==> config.mk <==
export PLATFORM = sky130hd
export DESIGN_NAME = pzvip_tilelink_channel_fifo
export DESIGN_NICKNAME = d
export VERILOG_FILES = /design/src/rtl/pzvip_tilelink_channel_fifo.sv
export SDC_FILE = /design/constraint.sdc
export NUM_CORES = 1
export LEC_CHECK = 0
export BUFFER_PORTS_ARGS = -buffer_cell sky130_fd_sc_hd__buf_2
export CAP_MARGIN = 10
export CELL_PAD_IN_SITES_DETAIL_PLACEMENT = 0
export CELL_PAD_IN_SITES_GLOBAL_PLACEMENT = 2
export CORE_MARGIN = 2
export CORE_UTILIZATION = 46
export CTS_BUF_LIST = sky130_fd_sc_hd__clkbuf_8
export CTS_CLUSTER_DIAMETER = 80
export DETAILED_ROUTE_END_ITERATION = 16
export GPL_ROUTABILITY_DRIVEN = 1
export PLACE_DENSITY_LB_ADDON = 0.1
export SLEW_MARGIN = 10
export SYNTH_ARGS = -nofsm -noshare
export SYNTH_HDL_FRONTEND = slang
export SYNTH_SLANG_ARGS = --single-unit
==> constraint.sdc <==
create_clock -name clock -period 3.59 [get_ports clock]
set_input_delay 0.5385 -clock clock [delete_from_list [all_inputs] [get_ports clock]]
set_output_delay 0.5385 -clock clock [all_outputs]
set_load 0.03 [all_outputs]
==> src/rtl/pzvip_tilelink_channel_fifo.sv <==
`timescale 1ns/1ps
// Valid/ready channel FIFO with a registered head entry and LFSR-driven upstream
// throttling. It also records sticky flags when the upstream breaks the hold rules.
module pzvip_tilelink_channel_fifo #(
   parameter int          WIDTH     = 64,
   parameter int          DEPTH     = 4,
   parameter logic [15:0] LFSR_SEED = 16'hACE1
) (
   input  logic                       clock,
   input  logic                       reset_n,
   input  logic                       s_valid,
   output logic                       s_ready,
   input  logic [WIDTH-1:0]           s_payload,
   output logic                       m_valid,
   input  logic                       m_ready,
   output logic [WIDTH-1:0]           m_payload,
   input  logic [1:0]                 throttle_mode,
   output logic [$clog2(DEPTH+1)-1:0] count,
   output logic [1:0]                 violation,
   input  logic                       clear_violation
);

   localparam int CW = $clog2(DEPTH + 1);
   localparam int AW = $clog2(DEPTH);

   logic [WIDTH-1:0] r_mem [DEPTH];
   logic [AW-1:0]    r_wptr;
   logic [AW-1:0]    r_rptr;
   logic [CW-1:0]    r_count;
   logic [WIDTH-1:0] r_head;
   logic [15:0]      r_lfsr;
   logic [1:0]       r_violation;
   logic             r_pend;
   logic [WIDTH-1:0] r_prev_payload;

   logic             w_gate;
   logic             w_full;
   logic             w_push;
   logic             w_pop;
   logic [AW-1:0]    w_next_rptr;
   logic [1:0]       w_new_viol;
   logic [1:0]       w_viol_next;

   // Upstream throttle gate selected by mode from the free-running LFSR.
   always_comb begin
      w_gate = 1'b0;
      case (throttle_mode)
         2'b00:   w_gate = 1'b1;
         2'b01:   w_gate = r_lfsr[0];
         2'b10:   w_gate = 1'b0;
         2'b11:   w_gate = (r_lfsr[1:0] != 2'b00);
         default: w_gate = 1'b0;
      endcase
   end

   // reset_n is folded in so that s_ready drops the moment reset asserts.
   assign w_full      = (r_count == CW'(DEPTH));
   assign s_ready     = reset_n && !w_full && w_gate;
   assign m_valid     = (r_count != {CW{1'b0}});
   assign m_payload   = r_head;
   assign count       = r_count;
   assign violation   = r_violation;
   assign w_push      = s_valid && s_ready;
   assign w_pop       = m_valid && m_ready;
   assign w_next_rptr = r_rptr + AW'(1);

   // A hold violation is judged against what was offered while stalled last cycle.
   always_comb begin
      w_new_viol[0] = r_pend && !s_valid;
      w_new_viol[1] = r_pend && s_valid && (s_payload != r_prev_payload);
      if (clear_violation) begin
         w_viol_next = w_new_viol;
      end else begin
         w_viol_next = r_violation | w_new_viol;
      end
   end

   // Storage array; written on push, never reset.
   always_ff @(posedge clock) begin
      if (w_push) begin
         r_mem[r_wptr] <= s_payload;
      end
   end

   // Pointers, occupancy and the registered head entry.
   always_ff @(posedge clock or negedge reset_n) begin
      if (!reset_n) begin
         r_wptr  <= {AW{1'b0}};
         r_rptr  <= {AW{1'b0}};
         r_count <= {CW{1'b0}};
         r_head  <= {WIDTH{1'b0}};
      end else begin
         if (w_push) begin
            r_wptr <= r_wptr + AW'(1);
         end
         if (w_pop) begin
            r_rptr <= w_next_rptr;
         end
         case ({w_push, w_pop})
            2'b10:   r_count <= r_count + CW'(1);
            2'b01:   r_count <= r_count - CW'(1);
            default: r_count <= r_count;
         endcase
         // The incoming word becomes head when the FIFO is, or is about to be, empty.
         if (w_push && ((r_count == {CW{1'b0}}) || ((r_count == CW'(1)) && w_pop))) begin
            r_head <= s_payload;
         end else if (w_pop && (r_count > CW'(1))) begin
            r_head <= r_mem[w_next_rptr];
         end
      end
   end

   // Fibonacci LFSR (taps 16,14,13,11) and hold-rule tracking.
   always_ff @(posedge clock or negedge reset_n) begin
      if (!reset_n) begin
         r_lfsr         <= LFSR_SEED;
         r_violation    <= 2'b00;
         r_pend         <= 1'b0;
         r_prev_payload <= {WIDTH{1'b0}};
      end else begin
         r_lfsr         <= {r_lfsr[0] ^ r_lfsr[2] ^ r_lfsr[3] ^ r_lfsr[5], r_lfsr[15:1]};
         r_violation    <= w_viol_next;
         r_pend         <= s_valid && !s_ready;
         r_prev_payload <= s_payload;
      end
   end

endmodule

Yosys cells after proc, flatten, opt, wreduce, memory -nomap -nowiden
Memory sizes are Yosys's and may differ from the RTL's.
Index checks and enable logic that the tools add are counted.
- bits in registers: 154
- bits in writable memories: 256
- output and inout bits: 71
- memories kept: 1
- add/subtract/negate cells: 4
- magnitude comparators: 1
- equality and inequality tests: 8
- muxes and demuxes: 7
- bitwise gates (word level): 4
- reductions and logical operators: 21
- memory list (name ; depth ; bits a word ; rd ports ; clocked after memory_dff ; wr ports ; line ; text):
    r_mem ; 4 ; 64 ; 1 ; 0 ; 1 ; 26 ; logic [WIDTH-1:0] r_mem [DEPTH];
- operators by type and width (operator ; count):
    2-to-1 mux 64 bit ; 2
    != test 64 bit ; 1
    logical AND 1 bit ; 11
    == test 2 bit, second input constant ; 3
    one-hot mux 3 bit (2 select lines) ; 1
    nonzero test 2 bit ; 3
    adder 2 x 1 -> 2 bit, second input constant ; 2
    == test 2 x 1 -> 1 bit, second input constant ; 2
    one-hot mux 1 bit (4 select lines) ; 1
    adder 3 x 1 -> 3 bit, second input constant ; 1
    == test 3 x 1 -> 1 bit, second input constant ; 1
    == test 3 bit, second input constant ; 1
    greater-than comparator 3 x 1 -> 1 bit, second input constant ; 1
    logical NOT 1 bit ; 3
    logical NOT 3 bit ; 1
    nonzero test 3 bit ; 1
    subtractor 3 x 1 -> 3 bit, second input constant ; 1
    bitwise XOR 1 bit ; 3
    logical NOT 2 bit ; 1
    2-to-1 mux 1 bit ; 2
    2-to-1 mux 2 bit ; 1
    bitwise OR 2 bit ; 1
    logical OR 1 bit ; 1

Logic depth before layout (Yosys ltp)
Gate-level depths: netlist of run 1.
- word-level depth: 7
- gate-level depth with buffers: 10

Least setup slack after synthesis of run 1
No wires, ideal clock.
- path kind: register -> register
- start: register r_count[0] (netlist: count[0])
- end: memory r_mem[2][0] (enable)
- data arrival time: 3077 ps
- setup slack: 84 ps
- stages on the path, launching flop included: 6
- period minus slack after synthesis: 3506 ps
- cell sequence: dfrtp_1 -> inv_1 -> ha_1 -> a21bo_2 -> a2111oi_4 -> and2_1
- longest elaborated chain between the ends: 7
- ends and longest elaborated chain (element ; line ; text):
    start: declaration ; 29 ; logic [CW-1:0] r_count;
    start signal: assignment ; 90 ; r_count <= {CW{1'b0}};
    start signal: assignment ; 100 ; 2'b10: r_count <= r_count + CW'(1);
    start signal: assignment ; 101 ; 2'b01: r_count <= r_count - CW'(1);
    == test 3 bit ; 57 ; assign w_full = (r_count == CW'(DEPTH));
    logical NOT 1 bit ; 58 ; assign s_ready = reset_n && !w_full && w_gate;
    logical AND 1 bit (2 in a row) ; 58 ;
    logical AND 1 bit ; 63 ; assign w_push = s_valid && s_ready;
    2-to-1 mux 1 bit ; 80 ; if (w_push) begin
    2-to-1 mux 1 bit (implied by the code) ; 81 ; r_mem[r_wptr] <= s_payload;
    end: declaration ; 26 ;
Every way passes these cells.

Worst setup path after layout of run 1
- start: register r_count[0] (netlist: count[0])
- end: output port s_ready
- longest elaborated chain between the ends: 4
- ends and longest elaborated chain (element ; line ; text):
    == test 3 bit ; 57 ;
    logical NOT 1 bit ; 58 ;
    logical AND 1 bit (2 in a row) ; 58 ;
    end: declaration ; 12 ; output logic s_ready,
Every way passes these cells.

==> summary.md, run 1 <==
| Metric | Value |
|---|---|
| Warnings from Yosys | `0` |
| Vert. Die Dim | `187.6 µm` |
| Slowest stage cell on the critical path | `sky130_fd_sc_hd__dfrtp_1` |
| First-pass iteration count of the detailed router | `5` |
| Critical path depth | `5` |
| Global-route wire length before repair | `between 50,000 and 60,000 µm` |
| Arrival time at the worst endpoint | `about 2100 ps` |
| Most common cell after layout, fill and taps aside | `sky130_fd_sc_hd__edfxtp_1` |
| Setup bufs post-CTS | `0` |
| Endpoint class of the critical path | `output port` |
| Pleak | `6.962 nW` |
| Total vias in the final route | `7,827` |
| Chip Width | `about 190 µm` |
| Number of antenna violations at the first check in global routing | `4` |
| Crit Path Max Fanout | `5` |
| Post-Place Cells | `~1,400` |
| Post-placement worst setup slack | `around 910 ps` |
| Setup slack on the worst flop-to-flop path | `920 ps` |
| Worst-case headroom to the max-slew limit | `between 50 and 60%` |
| Worst reg2reg path startpoint | `count[0]` |
| Final global-route overflow total | `0` |
| Clock Root Buffer | `sky130_fd_sc_hd__clkbuf_8` |
| Post-Syn Nets | `916` |
| Final routed wire length divided by cell count | `roughly 21 µm` |
| FF-to-FF End | `r_mem[0][8]` |
| Number of cells traversed by the worst register-to-register path | `6` |
| Number of top-level pins | `around 140` |
| Count of fill cells added during filler insertion | `2,790` |
| Net total in the final layout | `~1,100` |
| Actual transition at the worst max-transition pin | `slightly below 700 ps` |
| Met1 GRT Util | `between 20 and 30%` |
| Critical path's largest stage delay | `430 ps` |
| Kind of critical path | `reg -> out` |
| Half-perimeter wire length after detailed placement | `between 15,000 and 20,000 µm` |
| Gate Count Post-Synth | `836` |
| Final max-slew violation count | `0` |
| Detailed Route Iter0 Violations | `a little under 600` |
| Area inside the core boundary | `about 33,000 µm²` |
| Maximum operating frequency | `approximately 0.37 GHz` |
| Routed Antenna Nets | `0` |
| Final Hold Violating Endpoints | `0` |
| DRC errors left | `0` |
| Synthesized flop and latch total | `410` |
| Worst clock skew | `13.94 ps` |
| Worst setup path startpoint | `count[0]` |
| CTS buffer count | `70` |
| Unrepaired setup endpoints after global routing | `false` |
| Die outline area | `35,180 µm²` |
| Grt met2 use | `between 20 and 30%` |
| Drt via density | `between 5 and 6` |
| Clock latency on the worst-skew pair | `between 500 and 600 ps` |
| Family with the most delay on the worst path | `compound AO/OA/AOI/OAI gates` |
| Final setup violation count | `0` |
| Commonest cells after routing, fill and taps aside | `256 x sky130_fd_sc_hd__edfxtp_1, 144 x sky130_fd_sc_hd__dfrtp_1, 140 x sky130_fd_sc_hd__buf_2, 79 x sky130_fd_sc_hd__clkbuf_8, 70 x sky130_fd_sc_hd__xnor2_1` |
| CTS tree | `built` |
| Fin Hold WS | `around 160 ps` |
| Count of cell types in the netlist | `31` |
| Deepest clock path buffer count | `3` |
| Number of H-tree branching levels | `3` |
| Critical Path RT | `approximately 3100 ps` |
| Via count of the first global-routing pass | `about 8,300` |
| Min cycle time layout | `about 2700 ps` |
| Average cell area after synthesis | `around 19 µm²` |
| Finished Core Util | `between 50% and 60%` |
| Row cnt | `67` |
| # port buffers | `141` |
| Crit-path cells | `inv_1 > ha_1 > a21bo_2 > a211oi_1 > buf_2` |
| Max Cap Viol | `0` |
| Post-layout instance area | `between 15,000 and 20,000 µm²` |
| Overall power of the completed layout | `approximately 14 mW` |
| Total global-route track usage | `around a fifth` |
| Count of placed standard cells in the final layout, fillers left out | `1,535` |
| Maximum number of pins on one net before global-route repair | `approximately 100` |
| Busiest layer in global routing | `met2` |
| Share of layout cells above drive strength 1 | `a little under a third` |
| Maximum VDD drop | `approximately 520 µV` |
| PnR worst setup slack | `between 900 and 1000 ps` |
| Growth of design area from synthesis to finish | `17.26%` |
| Effective utilization at floorplan | `a little under half` |
| Area of combinational cells with multiple inputs | `approximately 3800 µm²` |
| Crit path to | `s_ready` |
| Fraction of the yosys area taken by sequential cells | `74.51%` |
| Post-CTS Hold Buffers | `0` |
| Hold WC Path Type | `in -> reg` |
| Critical path startpoint category | `flop` |
| Share of the cycle needed by the critical path after routing | `roughly 74%` |
| Result of the run | `finished, final reports clean` |
| Mapped cell area | `between 15,000 and 20,000 µm²` |
| Clock input transition at the sequential cells of the worst setup and hold paths | `around 60 ps` |
| Count of buffering cells on the critical path with inverters included | `2` |
| WL final | `32,290 µm` |
| PD cells | `around 760 nW/µm²` |
| Weighted congestion reported at the end of routability-driven placement | `~0.69` |
| Number of instances resized during post-cts repair | `0` |
| Clock sink total | `410` |
| Setup TNS after final layout | `0 ps` |
| Post-place instance area | `approximately 17,000 µm²` |
| Sequential cell area | `11,560 µm²` |
| Met3 Usage GRT | `between 4 and 5%` |
==> worst reg2reg max path, cell delays in order (launching register included) <==
cell and delay, ps:
sky130_fd_sc_hd__dfrtp_1 430, sky130_fd_sc_hd__inv_1 100, sky130_fd_sc_hd__ha_1 230, sky130_fd_sc_hd__a21bo_2 250, sky130_fd_sc_hd__a2111oi_4 470, sky130_fd_sc_hd__and2_4 520
sky130_fd_sc_hd__buf_4 330
==> final cells by class <==
class | count | share of cell area (%)
Clock inverter | 48 | 1.232
Antenna cell | 1 | 0.01377
Timing Repair Buffer | 158 | 5.307
Inverter | 7 | 0.1445
Multi-Input combinational cell | 384 | 20.65
Sequential cell | 410 | 63.59
Tap cell | 448 | 3.084
Clock buffer | 79 | 5.982
==> cell usage after synthesis (all sizes together) <==
| library cell | count | area [µm²] |
|---|---|---|
| xor2 | 3 | 26.28 |
| ha | 9 | 112.6 |
| nor4 | 4 | 25.02 |
| mux2i | 65 | 650.6 |
| dfrtp | 146 | 3654 |
| a2111oi | 1 | 27.53 |
| buf | 22 | 145.1 |
| a211oi | 1 | 7.510 |
| and2 | 5 | 31.28 |
| a21oi | 3 | 15.01 |
| a22o | 1 | 8.760 |
| a32o | 1 | 10.01 |
| nor2b | 1 | 8.760 |
| a21bo | 1 | 10.01 |
| nor2 | 2 | 7.510 |
| clkbuf | 13 | 53.80 |
| xnor2 | 70 | 613.1 |
| nand4 | 17 | 106.4 |
| mux4 | 64 | 1441 |
| o21ai | 67 | 354.1 |
| dfstp | 8 | 210.2 |
| nand2b | 1 | 6.260 |
| inv | 7 | 26.28 |
| edfxtp | 256 | 7687 |
| nand2 | 67 | 251.5 |
| nor3b | 1 | 12.51 |
==> where the power goes <==
part	internal (mW)	leakage [nW]	switching, mW
Combinational	1.61	2.05	2.19
Sequential	5.64	4.12	0.486
Clock	2.08	0.788	1.80
==> how the worst min path moves through the flow <==
stage | start | to | slack, ps | depth (start not counted)
final | s_payload[50] | r_prev_payload[50] | 160 | 1
after global routing | s_payload[50] | r_prev_payload[50] | 130 | 1
after CTS | s_payload[50] | r_prev_payload[50] | 120 | 1
after detailed placement | r_lfsr[14] | r_lfsr[13] | 340 | 0
after global placement | r_lfsr[14] | r_lfsr[13] | 340 | 0
after floorplan | reset_n | count[0] | 240 | 0
==> state kept, by name, summed over array words and instances (netlist names) <==
name and count:
violation 2, r_rptr 2, count 3, r_lfsr 16
r_pend 1, r_prev_payload 64, m_payload 64, r_mem 256
r_wptr 2
==> cells by family (layout without fill, tap and decap cells) <==
logic type               Yosys count  count (layout)  synth area share (%)
buffers and inverters             42             292                 1.453
AND/OR/NAND/NOR                   98              98                 2.897
adder cells (fa/ha/maj)            9               9                0.7264
AO/OA/AOI/OAI                     75              75                 2.793
flip-flops                       410             410                 74.51
other                              0               1                     0
multiplexers                     129             129                 13.49
XOR/XNOR                          73              73                 4.124
==> per-layer routing <==
metal	up-vias	part of all wire, %
met5	-	0.14
met4	6	1.5
met3	50	5.2
met2	207	46
met1	3973	47
li1	3591	-
No activity file was read; power rests on OpenSTA's default activity.
==> run 2, diff against run 1 <==
- ABC_AREA: unset -> 1
- CORE_UTILIZATION: 46 -> 37
- clock period: 3.59 -> 2.4 ns (I/O delays scaled with it)
==> summary.md, run 2 <==
| Metric | Value |
|---|---|
| Result of the run | `finished, final reports clean` |
| Critical path startpoint category | `flop` |
| Via count of the first global-routing pass | `11,490` |
| Average cell area after synthesis | `about 11 µm²` |
| Top cell type by total area after synthesis | `sky130_fd_sc_hd__edfxtp_1` |
| Effective utilization at floorplan | `37.62%` |
| Post-Syn Nets | `about 1,700` |
| Growth of design area from synthesis to finish | `21.10%` |
| Clock input transition at the sequential cells of the worst setup and hold paths | `around 60 ps` |
| Commonest cells after routing, fill and taps aside | `410 x sky130_fd_sc_hd__nand2_1, 266 x sky130_fd_sc_hd__inv_1, 256 x sky130_fd_sc_hd__edfxtp_1, 192 x sky130_fd_sc_hd__nand3_1, 142 x sky130_fd_sc_hd__dfrtp_1` |
| Fraction of the yosys area taken by sequential cells | `approximately 67%` |
| Synthesized flop and latch total | `410` |
| First-pass iteration count of the detailed router | `5` |
| Top_reg_cell synth | `sky130_fd_sc_hd__edfxtp_1` |
| Count of fill cells added during filler insertion | `approximately 4,300` |
| Min cycle time layout | `around 2200 ps` |
| Maximum operating frequency | `roughly 0.45 GHz` |
| Share of the cycle needed by the critical path after routing | `92.93%` |
| Total vias in the final route | `11,400` |
| Global-route wire length before repair | `roughly 66,000 µm` |
| WL final | `around 42,000 µm` |
| Critical Path RT | `about 2000 ps` |
| Count of cell types in the netlist | `24` |
| Post-synth EDFFs | `approximately 260` |
| Total global-route track usage | `18.03%` |
| Endpoint class of the critical path | `output port` |
| Drt via density | `between 4 and 5` |
| Number of antenna violations at the first check in global routing | `1` |
| Proportion of netlist area held by the largest area contributor | `between 40 and 50%` |
| Area of combinational cells with multiple inputs | `4343 µm²` |
| Chip Width | `between 200 and 250 µm` |
| Final max-slew violation count | `0` |
| Warnings from Yosys | `0` |
| Setup TNS after final layout | `0 ps` |
| Deepest clock path buffer count | `3` |
| Number of H-tree branching levels | `3` |
| DRC errors left | `0` |
| CTS buffer count | `74` |
| Worst clock skew | `roughly 15 ps` |
| Gate Count Post-Synth | `~1,600` |
| Row cnt | `between 70 and 80` |
| Final routed wire length divided by cell count | `17.00 µm` |
| Maximum number of pins on one net before global-route repair | `between 150 and 200` |
| Share of layout cells above drive strength 1 | `a little under a fifth` |
| PnR worst setup slack | `~170 ps` |
| Final Hold Violating Endpoints | `0` |
| Crit Path Max Fanout | `6` |
| Routed Antenna Nets | `0` |
| Weighted congestion reported at the end of routability-driven placement | `0.7149` |
| Pleak | `around 9.4 nW` |
| Detailed Route Iter0 Violations | `~460` |
| # port buffers | `141` |
| Most common cell after layout, fill and taps aside | `sky130_fd_sc_hd__nand2_1` |
| Maximum VDD drop | `approximately 710 µV` |
| Clock latency on the worst-skew pair | `roughly 620 ps` |
| Number of flip-flops under the largest register name | `between 200 and 300` |
| Overall power of the completed layout | `between 20 and 25 mW` |
| Register name with the most flops | `r_mem` |
| Most common library cells after synthesis | `412 x sky130_fd_sc_hd__nand2_1, 256 x sky130_fd_sc_hd__edfxtp_1, 234 x sky130_fd_sc_hd__inv_1, 194 x sky130_fd_sc_hd__nand3_1, 146 x sky130_fd_sc_hd__dfrtp_1` |
| Actual transition at the worst max-transition pin | `~950 ps` |
| Hold WC Path Type | `in -> reg` |
| Share of synthesized flip-flops with an asynchronous set or reset | `a little under two fifths` |
| Clock sink total | `about 400` |
| Top-count cell post-synth | `sky130_fd_sc_hd__nand2_1` |
| Max Cap Viol | `0` |
| Net total in the final layout | `~1,900` |
| Mapped cell area | `roughly 17,000 µm²` |
| Vert. Die Dim | `approximately 220 µm` |
| Worst-case headroom to the max-slew limit | `between 30% and 40%` |
| Post-placement worst setup slack | `around 310 ps` |
| CTS tree | `built` |
| Fin Hold WS | `117.9 ps` |
| Half-perimeter wire length after detailed placement | `between 20,000 and 25,000 µm` |
| Arrival time at the worst endpoint | `1870 ps` |
| Kind of critical path | `reg -> out` |
| Area inside the core boundary | `45,580 µm²` |
| Clock Root Buffer | `sky130_fd_sc_hd__clkbuf_8` |
| PD cells | `between 1000 and 1500 nW/µm²` |
| Final setup violation count | `0` |
| Sequential cell area | `11,560 µm²` |
| Number of antenna cells inserted | `0` |
| Number of top-level pins | `between 100 and 150` |
| Top cells by area in the synthesized netlist | `sky130_fd_sc_hd__edfxtp_1 45%, sky130_fd_sc_hd__dfrtp_1 21%, sky130_fd_sc_hd__nand2_1 9.0%` |
| Unrepaired setup endpoints after global routing | `false` |
| Die outline area | `around 48,000 µm²` |
| Final global-route overflow total | `0` |
==> run 2: cells by family after synthesis <==
logic type / count (synthesis) / share of synthesized area [%]
AND/OR/NAND/NOR: 702 / 16.89
flip-flops: 410 / 67.37
buffers and inverters: 305 / 7.787
AO/OA/AOI/OAI: 135 / 6.378
XOR/XNOR: 18 / 0.9195
adder cells (fa/ha/maj): 9 / 0.6568
==> run 2: metal layers <==
metal  global-route usage, %  up-vias  part of all wire (%)
li1                        -     5660                     -
met1                   22.85     5495                    45
met3                   3.437       56                   3.9
met5                       0        -                 0.026
met2                   31.15      188                    49
met4                   5.541        2                   1.5
==> run 2: power by group <==
| part | switching [mW] | internal [mW] | total [mW] |
|---|---|---|---|
| combinational | 5.03 | 2.29 | 7.32 |
| clock | 2.82 | 3.48 | 6.30 |
| sequential | 0.472 | 8.40 | 8.87 |
| total | 8.32 | 14.2 | 22.5 |
==> run 2: path summary, 6_finish.rpt <==
kind | from | endpoint | slack (ps) | cells past startpoint
hold / removal | m_ready | r_rptr[0] | 120 | 3
max in group asynchronous | reset_n | r_rptr[0] | 1180 | 3
min in group asynchronous | reset_n | r_lfsr[15] | 270 | 2
setup reg to reg | count[0] | count[2] | 300 | 11
hold reg to reg | r_lfsr[6] | r_lfsr[5] | 350 | 0
setup / recovery | count[0] | s_ready | 170 | 6
==> run 2: through the flow <==
step	cells	instance area (µm²)	utilization (%)
5_1_grt	2476	20760	45.56
3_5_place_dp	2274	18650	40.92
3_3_place_gp	2274	18650	40.92
4_1_cts	2476	20760	45.56
6_report	2476	20760	45.56
2_1_floorplan	1579	17210	-
==> run 2: critical path, cell delays in order (launching register included) <==
cell,delay (ps)
sky130_fd_sc_hd__dfrtp_2,420
sky130_fd_sc_hd__inv_2,70
sky130_fd_sc_hd__ha_4,160
sky130_fd_sc_hd__nand2_2,60
sky130_fd_sc_hd__nand3_2,90
sky130_fd_sc_hd__a21oi_4,220
sky130_fd_sc_hd__buf_2,250
==> run 2: cell type report <==
cell class              count  area share (%)
flip-flops and latches    410           55.68
multi-input cells         864           20.92
repair buffers            230           8.539
clock buffers              90           5.966
inverters                 237           4.303
well taps                 600           3.616
clock inverters            45          0.9763
==> run 2: what timing repair did <==
| item | 4_1_cts | 5_1_grt |
|---|---|---|
| hold endpoints to repair | 259 | 0 |
| gates resized for setup | 0 | 0 |
| setup buffers | 0 | 0 |
| hold buffers | 67 | 0 |
==> run 3, diff against run 2 <==
- CORE_UTILIZATION: 37 -> 36
- CTS_BUF_LIST: sky130_fd_sc_hd__clkbuf_8 -> unset
- SLEW_MARGIN: 10 -> 20
==> summary.md, run 3 (synthesis results as in run 2) <==
| Metric | Value |
|---|---|
| Clock sink total | `410` |
| Area inside the core boundary | `approximately 47,000 µm²` |
| Worst Hold End | `violation[1]` |
| First-pass iteration count of the detailed router | `5` |
| Finished Core Util | `44.35%` |
| FF-to-FF End | `count[2]` |
| Maximum number of pins on one net before global-route repair | `around 130` |
| Number of flip-flops under the largest register name | `between 200 and 300` |
| Detailed Route Iter0 Violations | `553` |
| Crit Path Max Fanout | `6` |
| Total vias in the final route | `11,270` |
| Result of the run | `finished, final reports clean` |
| Row cnt | `just under 80` |
| Actual transition at the worst max-transition pin | `between 900 and 1000 ps` |
| Via count of the first global-routing pass | `approximately 11,000` |
| Min cycle time layout | `approximately 2200 ps` |
| Maximum operating frequency | `about 0.46 GHz` |
| Number of antenna cells inserted | `0` |
| Share of the cycle needed by the critical path after routing | `91.21%` |
| Worst reg2reg path startpoint | `count[0]` |
| Crit-path cells | `inv_2 > ha_4 > nand2_2 > nand3_2 > a21oi_4 > buf_2` |
| Final global-route overflow total | `0` |
| Die outline area | `49,390 µm²` |
| Number of top-level pins | `approximately 140` |
| Source of the worst hold timing path | `clear_violation` |
| Clock latency on the worst-skew pair | `570 ps` |
| Critical Path RT | `2040 ps` |
| Commonest cells after routing, fill and taps aside | `410 x sky130_fd_sc_hd__nand2_1, 256 x sky130_fd_sc_hd__edfxtp_1, 231 x sky130_fd_sc_hd__inv_1, 192 x sky130_fd_sc_hd__nand3_1, 142 x sky130_fd_sc_hd__dfrtp_1` |
| Half-perimeter wire length after detailed placement | `~24,000 µm` |
| Final Hold Violating Endpoints | `0` |
| # port buffers | `141` |
| Most common cell after layout, fill and taps aside | `sky130_fd_sc_hd__nand2_1` |
| Number of instances resized during post-cts repair | `0` |
| Net total in the final layout | `1,872` |
| Final setup violation count | `0` |
| DRC errors left | `0` |
| Pleak | `between 9 and 10 nW` |
| Weighted congestion reported at the end of routability-driven placement | `about 0.71` |
| PD cells | `approximately 1100 nW/µm²` |
| Fin Hold WS | `52.47 ps` |
| Max Cap Viol | `0` |
| CTS buffer count | `46` |
| Worst clock skew | `23.31 ps` |
| Family with the most delay on the worst path | `flip-flops` |
| Arrival time at the worst endpoint | `around 1800 ps` |
| Setup bufs post-CTS | `0` |
| Drt via density | `roughly 4.6` |
| Setup slack on the worst flop-to-flop path | `roughly 340 ps` |
| Deepest clock path buffer count | `3` |
| Total global-route track usage | `17.66%` |
| Register name with the most flops | `r_mem` |
| Unrepaired setup endpoints after global routing | `false` |
| Global-route wire length before repair | `around 67,000 µm` |
| Final max-slew violation count | `0` |
| Hold path depth | `4` |
| Chip Width | `between 200 and 250 µm` |
| Number of H-tree branching levels | `2` |
| Routed Antenna Nets | `0` |
| Number of antenna violations at the first check in global routing | `1` |
| Share of layout cells above drive strength 1 | `16.72%` |
| WL final | `42,780 µm` |
| Clock input transition at the sequential cells of the worst setup and hold paths | `~60 ps` |
| Vert. Die Dim | `around 220 µm` |
| Number of cells traversed by the worst register-to-register path | `11` |
| Maximum VDD drop | `roughly 900 µV` |
| Effective utilization at floorplan | `36.67%` |
| Endpoint class of the critical path | `output port` |
| Worst-case headroom to the max-slew limit | `34.25%` |
| Slowest stage cell on the critical path | `sky130_fd_sc_hd__dfrtp_2` |
| Hold WC Path Type | `in -> reg` |
| Critical path's largest stage delay | `420 ps` |
| Final routed wire length divided by cell count | `about 18 µm` |
| Post-place instance area | `approximately 19,000 µm²` |
| Setup TNS after final layout | `0 ps` |
| Growth of design area from synthesis to finish | `20.94%` |
| Critical path startpoint category | `flop` |
| Post-layout instance area | `a little over 20,000 µm²` |
| CTS tree | `built` |
| Post-CTS Hold Buffers | `65` |
| Kind of critical path | `reg -> out` |
| Count of buffering cells on the critical path with inverters included | `2` |
| Clock Root Buffer | `sky130_fd_sc_hd__clkbuf_16` |
| Worst setup path startpoint | `count[0]` |
## run 3: changes by cell type in the layout (fill, tap and decap cells not counted), sizes merged
cell         change
buf              +5
clkinv           -1
dlygate4sd3      -2
inv             -35
clkbuf          -13
## run 3: worst min-delay path: stages
cell,delay [ps]
sky130_fd_sc_hd__buf_2,80
sky130_fd_sc_hd__inv_1,40
sky130_fd_sc_hd__nand2_1,50
sky130_fd_sc_hd__nand2_1,40
## run 3: cell type report
| cell class | count | area (µm²) |
|---|---|---|
| Fill cell | 4489 | 26020 |
| Sequential cell | 410 | 11560 |
| Multi-Input combinational cell | 864 | 4343 |
| Timing Repair Buffer | 233 | 1753 |
| Clock buffer | 77 | 1361 |
| Inverter | 237 | 893.4 |
| Tap cell | 607 | 759.5 |
| Clock inverter | 9 | 63.81 |
## run 3: metrics by stage
stage               instances  total power [mW]  setup WS, ps
floorplan                1579             14.25        -356.6
global placement         2286             16.51         319.9
detailed placement       2286             16.56         330.3
CTS                      2437             23.47         155.3
global route             2437             24.43         93.89
finish                   2437             23.02         210.9
## run 3: power breakdown
| part | leakage [nW] | switching, mW | internal [mW] | total (mW) |
|---|---|---|---|---|
| clock network | 0.689 | 2.77 | 3.95 | 6.72 |
| logic | 4.33 | 5.08 | 2.32 | 7.40 |
| registers | 4.16 | 0.503 | 8.40 | 8.90 |
| total | 9.18 | 8.35 | 14.7 | 23.0 |
## run 3: worst max path at each step
stage / endpoint / slack (ps) / depth (start not counted)
final: s_ready / 210 / 6
after global routing: s_ready / 90 / 6
after CTS: s_ready / 160 / 6
after detailed placement: count[2] / 330 / 11
after global placement: count[2] / 320 / 11
after floorplan: r_mem[0][0] / -360 / 7
## run 3: routing by layer
metal	track usage (%)	share of wire, %	up-vias
li1	-	-	5589
met2	29.93	48	166
met5	0	0.026	-
met4	4.054	1.7	2
met3	3.412	3.6	53
met1	23.45	46	5457
